File: config.mk
export PLATFORM = sky130hd
export DESIGN_NAME = prco_regs_ctrl
export DESIGN_NICKNAME = d
export VERILOG_FILES = /design/src/rtl/prco_regs_ctrl_pkg.sv /design/src/rtl/prco_regs_ctrl_starve_cnt.sv /design/src/rtl/prco_regs_ctrl.sv
export SDC_FILE = /design/constraint.sdc
export NUM_CORES = 1
export LEC_CHECK = 0
export CORE_ASPECT_RATIO = 1.5
export CORE_UTILIZATION = 32
export CTS_CLUSTER_DIAMETER = 80
export DETAILED_ROUTE_END_ITERATION = 8
export PLACE_DENSITY = 0.82
export SKIP_CTS_REPAIR_TIMING = 1
export SYNTH_ARGS = -nofsm -noshare
export SYNTH_HDL_FRONTEND = slang
export SYNTH_HIERARCHICAL = 1
export SYNTH_SLANG_ARGS = --single-unit
File: constraint.sdc
create_clock -name i_clk -period 1.8 [get_ports i_clk]
set_input_delay 0.18 -clock i_clk [delete_from_list [all_inputs] [get_ports i_clk]]
set_output_delay 0.18 -clock i_clk [all_outputs]
set_load 0.05 [all_outputs]
File: src/rtl/prco_regs_ctrl_pkg.sv
// prco_regs_ctrl_pkg: register indices, controller state encodings and init values
// for the PRCO register-file access controller.
package prco_regs_ctrl_pkg;

    localparam logic [2:0] REG_SP = 3'd6;
    localparam logic [2:0] REG_BP = 3'd7;

    localparam logic [2:0] PRCO_RC_INIT    = 3'd0;
    localparam logic [2:0] PRCO_RC_CORE    = 3'd1;
    localparam logic [2:0] PRCO_RC_DBG_WR  = 3'd2;
    localparam logic [2:0] PRCO_RC_DBG_RD  = 3'd3;
    localparam logic [2:0] PRCO_RC_DBG_CAP = 3'd4;

    function automatic logic [15:0] init_value(input logic [2:0] idx, input logic [15:0] sp,
                                               input logic [15:0] bp);
        return idx == REG_SP ? sp : idx == REG_BP ? bp : 16'h0000;
    endfunction

endpackage

File: src/rtl/prco_regs_ctrl_starve_cnt.sv
// prco_starve_cnt: counts cycles a debug request waits behind the core and flags
// when the wait reaches MAX.
module prco_starve_cnt #(
    parameter logic [3:0] MAX = 4'd15
) (
    input  logic clk,
    input  logic rst_n,
    input  logic inc,
    input  logic clr,
    output logic hit
);

    logic [3:0] cnt;

    always_ff @(posedge clk) begin
        if (!rst_n || clr)
            cnt <= 4'd0;
        else if (inc)
            cnt <= cnt + 4'd1;
    end

    assign hit = cnt == MAX;

endmodule

File: src/rtl/prco_regs_ctrl.sv
// prco_regs_ctrl: register-file access controller (init sequence, core/debug arbitration).
// Optional forced debug grant after starvation under PRCO_REGS_CTRL_STARVE_EN.
module prco_regs_ctrl
    import prco_regs_ctrl_pkg::*;
#(
    parameter logic [15:0] SP_INIT    = 16'h00FF,
    parameter logic [15:0] BP_INIT    = 16'h00FF,
    parameter logic [3:0]  STARVE_MAX = 4'd15
) (
    input  logic        i_clk,
    input  logic        i_reset_n,
    input  logic        i_core_valid,
    input  logic [2:0]  i_core_sela,
    input  logic [2:0]  i_core_selb,
    input  logic        i_core_we,
    input  logic [2:0]  i_core_seld,
    input  logic [15:0] i_core_datd,
    output logic        q_core_stall,
    input  logic        i_dbg_req,
    input  logic        i_dbg_we,
    input  logic [2:0]  i_dbg_sel,
    input  logic [15:0] i_dbg_wdata,
    output logic        q_dbg_ack,
    output logic [15:0] q_dbg_rdata,
    output logic        q_rf_en,
    output logic [2:0]  q_rf_sela,
    output logic [2:0]  q_rf_selb,
    output logic        q_rf_we,
    output logic [2:0]  q_rf_seld,
    output logic [15:0] q_rf_datd,
    input  logic [15:0] i_rf_data,
    output logic        q_init_done
);

    logic [2:0] state, state_nxt, init_cnt;
    logic       in_init, in_core, in_wr, in_rd, in_cap;
    logic       starve_hit, grant;

    assign in_init = state == PRCO_RC_INIT;
    assign in_core = state == PRCO_RC_CORE;
    assign in_wr   = state == PRCO_RC_DBG_WR;
    assign in_rd   = state == PRCO_RC_DBG_RD;
    assign in_cap  = state == PRCO_RC_DBG_CAP;

    // The ack cycle still sees the old request, so it must not re-grant.
    assign grant = in_core && i_dbg_req && !q_dbg_ack && (!i_core_valid || starve_hit);

`ifdef PRCO_REGS_CTRL_STARVE_EN
    prco_starve_cnt #(.MAX(STARVE_MAX)) u_starve (
        .clk   (i_clk),
        .rst_n (i_reset_n),
        .inc   (in_core && i_dbg_req && !q_dbg_ack && i_core_valid),
        .clr   (grant),
        .hit   (starve_hit)
    );
`else
    logic unused_starve_max;
    assign unused_starve_max = ^STARVE_MAX;
    assign starve_hit = 1'b0;
`endif

    always_comb
        state_nxt = in_init ? (init_cnt == 3'd7 ? PRCO_RC_CORE : PRCO_RC_INIT) :
                    in_core ? (grant ? (i_dbg_we ? PRCO_RC_DBG_WR : PRCO_RC_DBG_RD) : PRCO_RC_CORE) :
                    in_rd   ? PRCO_RC_DBG_CAP : PRCO_RC_CORE;

    always_ff @(posedge i_clk) begin
        if (!i_reset_n) begin
            state       <= PRCO_RC_INIT;
            init_cnt    <= 3'd0;
            q_init_done <= 1'b0;
            q_dbg_ack   <= 1'b0;
            q_dbg_rdata <= 16'h0000;
        end else begin
            state       <= state_nxt;
            init_cnt    <= in_init ? init_cnt + 3'd1 : init_cnt;
            q_init_done <= q_init_done || (in_init && init_cnt == 3'd7);
            q_dbg_ack   <= in_wr || in_cap;
            if (in_cap)
                q_dbg_rdata <= i_rf_data;
        end
    end

    // Enables are gated by reset so nothing is written while reset is held.
    assign q_core_stall = !i_reset_n || !in_core;
    assign q_rf_en   = i_reset_n && (in_init || in_wr || in_rd || (in_core && i_core_valid));
    assign q_rf_we   = i_reset_n && (in_init || in_wr || (in_core && i_core_valid && i_core_we));
    assign q_rf_sela = in_rd ? i_dbg_sel : i_core_sela;
    assign q_rf_selb = i_core_selb;
    assign q_rf_seld = in_init ? init_cnt : in_wr ? i_dbg_sel : i_core_seld;
    assign q_rf_datd = in_init ? init_value(init_cnt, SP_INIT, BP_INIT) :
                       in_wr   ? i_dbg_wdata : i_core_datd;

endmodule
==> flow_metrics.tcl <==
set metrics [dict create \
    yosys.cell_types.count 30 \
    postSynthCellCount 186 \
    p_leak_nw 1.22 \
    finalSetupTns_ns -0.00778 \
    die_area_um2 4510 \
    async_flop_share_pct 0 \
    pwr-share-comb_pct 30.2 \
    core_area_um2 3990 \
    drive_above_1_share_pct 23.4 \
    grt_max_degree 23 \
    ys_warn_count 6 \
    grt_pass1_vias 1706 \
    antenna_found_initial 0 \
    syn_nets 255 \
    start_kind "flip-flop" \
    hp-class "input port to output pin" \
    hold_viol 0 \
    cts_made_buffers 3 \
    n_antenna_cell 0 \
    multi_input_area_um2 913 \
    vdd_drop_max_v 0.000456 \
    num_rows 28 \
    drt-vias-per-instance 4.85 \
    power_density_nw_per_um2 440 \
    synth_ff_type "dfxtp_1" \
    io_buffer_count 105 \
    drt_iter0_drc 12 \
    slew_headroom_pct 65.9 \
    endpoint_kind "output pin" \
    switchingPower_mw 0.333 \
    synthDominantCellAreaShare_pct 35.4 \
    place.gp.congestion 0.840 \
    rsz0062_at_grt "yes" \
    synth_top_cell_by_area "dfxtp_1" \
    clock.fmax_ghz 0.553 \
    period_minus_slack_ns 1.81 \
    dp_hpwl_um 3690 \
    sw_frac_of_total_pct 25.7 \
    clock_path_buffers 2 \
    cts_root_buf "clkbuf_8" \
    h-tree-depth 1 \
    pwr-share-clk_pct 27.4 \
    die_width_um 55.2 \
    finalSetupViolCount 1 \
    ios 112 \
    final_area_um2 2940 \
    grt_first_pass_wirelength_um 6870 \
    worst-path-buf-inv 1 \
    fin_ws_ns -0.00778 \
    syn-cell-area_um2 1360 \
    slowest_stage "dfxtp_4" \
    clock_skew_ns 0.00521 \
    path_delay_family "flip-flops" \
    dpl-instance-area_um2 2690 \
    ys_seq_area_share_pct 35.4 \
    firstDrtPassIters 4 \
    floorplan.die.height_um 81.7 \
    violations "negative setup slack" \
    period_share_pct 100 \
    worstMarginPinSlew_ns 0.511 \
    seqCellArea_um2 490 \
    post_drt_wl_per_cell_um 14.6 \
    start_util_pct 34.0 \
    cp.required_ns 1.62 \
    p_int_mw 0.964 \
    synth_edf_count 0 \
    grt-ovfl-total 0 \
    critical-path-max-stage-delay_ns 0.37 \
    yosys-top-cells-area "dfxtp_1 35%, nand2_1 17%, nand3_1 8.9%" \
    remaining_drc_errors 0 \
    track_usage_pct 20.7 \
    cp_max_fo 8 \
    insertion_delay_ns 0.26 \
    drt_wl_total_um 4970 \
    clock-sinks 24 \
    area_growth_pct 117 \
    r2r_setup_slack_ns 0.25 \
    crit_arrival_ns 1.63 \
    drv_slew 0 \
    finalCoreUtilization_pct 73.7 \
    maxCapViolCount 0 \
    crit_type "flip-flop to output pin" \
    synth_area_per_cell_um2 7.29 \
    seq_power_share_pct 42.4 \
    num_vias 1650 \
    fill_cells 289 \
    nets 365 \
    crit_top_cell "ha_4" \
    ys_ff_latch 24 \
    crit_chain "ha_4 > ha_4 > a21o_1 > nand2_4 > nand3_2 > buf_12" \
    ant_nets 0 \
    cts_tree "built" \
    path_clk_slew_ns 0.08 \
    outcome "complete, but fails checks" \
]
## placed cells by master, fill, tap and decap left out, types with 2 or more instances in the layout
master and count:
a21oi_1 19, and2b_1 2, buf_12 25, buf_4 16, clkbuf_8 4, clkdlybuf4s50_1 80, dfxtp_1 20, dfxtp_2 2
dfxtp_4 2, ha_4 2, inv_1 2, mux2_4 3, mux2i_1 4, nand2_1 60, nand3_1 16, nand3_4 7
nor2_1 5, nor3_1 2, nor4bb_1 2, o21ai_1 3, xnor2_1 2
## layer usage
layer / share of wire, % / vias to the layer above / global-route usage, %
met2: 57 / 90 / 40.0
met4: 1.1 / 0 / 6.75
li1: - / 832 / -
met5: 0 / - / 0
met3: 8.0 / 4 / 5.37
met1: 34 / 724 / 19.8
## flip-flops by register name (all words and copies together), names as in the netlist
register and cells:
q_dbg_rdata 16, state 3, q_init_done 1, init_cnt 3
q_dbg_ack 1
## worst reg2reg max path: cells and delay by family, from the launching register on
kind / cells / cell delay [ns]
flip-flops: 1 / 0.45
AO/OA/AOI/OAI: 1 / 0.07
AND/OR/NAND/NOR: 2 / 0.74
buffers and inverters: 1 / 0.18
## final cells by class
class | count | area share (%)
Timing Repair Buffer | 121 | 48.3
Clock buffer | 4 | 1.87
Tap cell | 45 | 1.91
Sequential cell | 24 | 16.7
Inverter | 2 | 0.255
Multi-Input combinational cell | 144 | 31.0
## Yosys cell counts, types with 3 or more instances
cell       n
a21oi_1   19
nand2_1   62
mux2i_1    4
mux2_2     3
buf_2      4
o21ai_0    3
buf_4      6
ha_1       3
clkbuf_1   3
nand3_1   24
dfxtp_1   24
nor2_1     6
## worst paths after layout
path,from,end,depth (start not counted)
hold / removal,i_core_selb[2],q_rf_selb[2],0
setup reg to reg,state[2],q_dbg_rdata[13],4
hold reg to reg,q_dbg_rdata[14],q_dbg_rdata[14],2
setup / recovery,init_cnt[0],q_rf_datd[3],6
## through the flow
step / hold slack (ns) / std cells / worst slack, ns / power [mW]
2_1_floorplan: 0.316 / 186 / -0.263 / 0.699
5_1_grt: 0.360 / 340 / -0.0753 / 1.35
4_1_cts: 0.360 / 336 / -0.261 / 1.29
3_3_place_gp: 0.360 / 332 / 0.0806 / 0.923
3_5_place_dp: 0.360 / 332 / 0.0323 / 0.928
6_report: 0.360 / 340 / -0.00778 / 1.30
## power groups by stage
stage,registers [mW],clock network [mW],logic (mW)
2_1_floorplan,0.558,0,0.142
6_report,0.550,0.355,0.392
5_1_grt,0.551,0.392,0.410
3_3_place_gp,0.559,0,0.364
4_1_cts,0.547,0.370,0.370
3_5_place_dp,0.559,0,0.369
## cells by family (layout without fill, tap and decap cells)
| group | Yosys count | in the layout | synth area share, % |
|---|---|---|---|
| AO/OA/AOI/OAI | 25 | 25 | 9.78 |
| XOR/XNOR | 2 | 2 | 1.29 |
| adder cells (fa/ha/maj) | 3 | 3 | 2.77 |
| buffers and inverters | 18 | 127 | 8.21 |
| flip-flops | 24 | 24 | 35.4 |
| multiplexers | 7 | 7 | 5.44 |
| AND/OR/NAND/NOR | 107 | 107 | 37.1 |
Power figures use the tool's default switching activity.
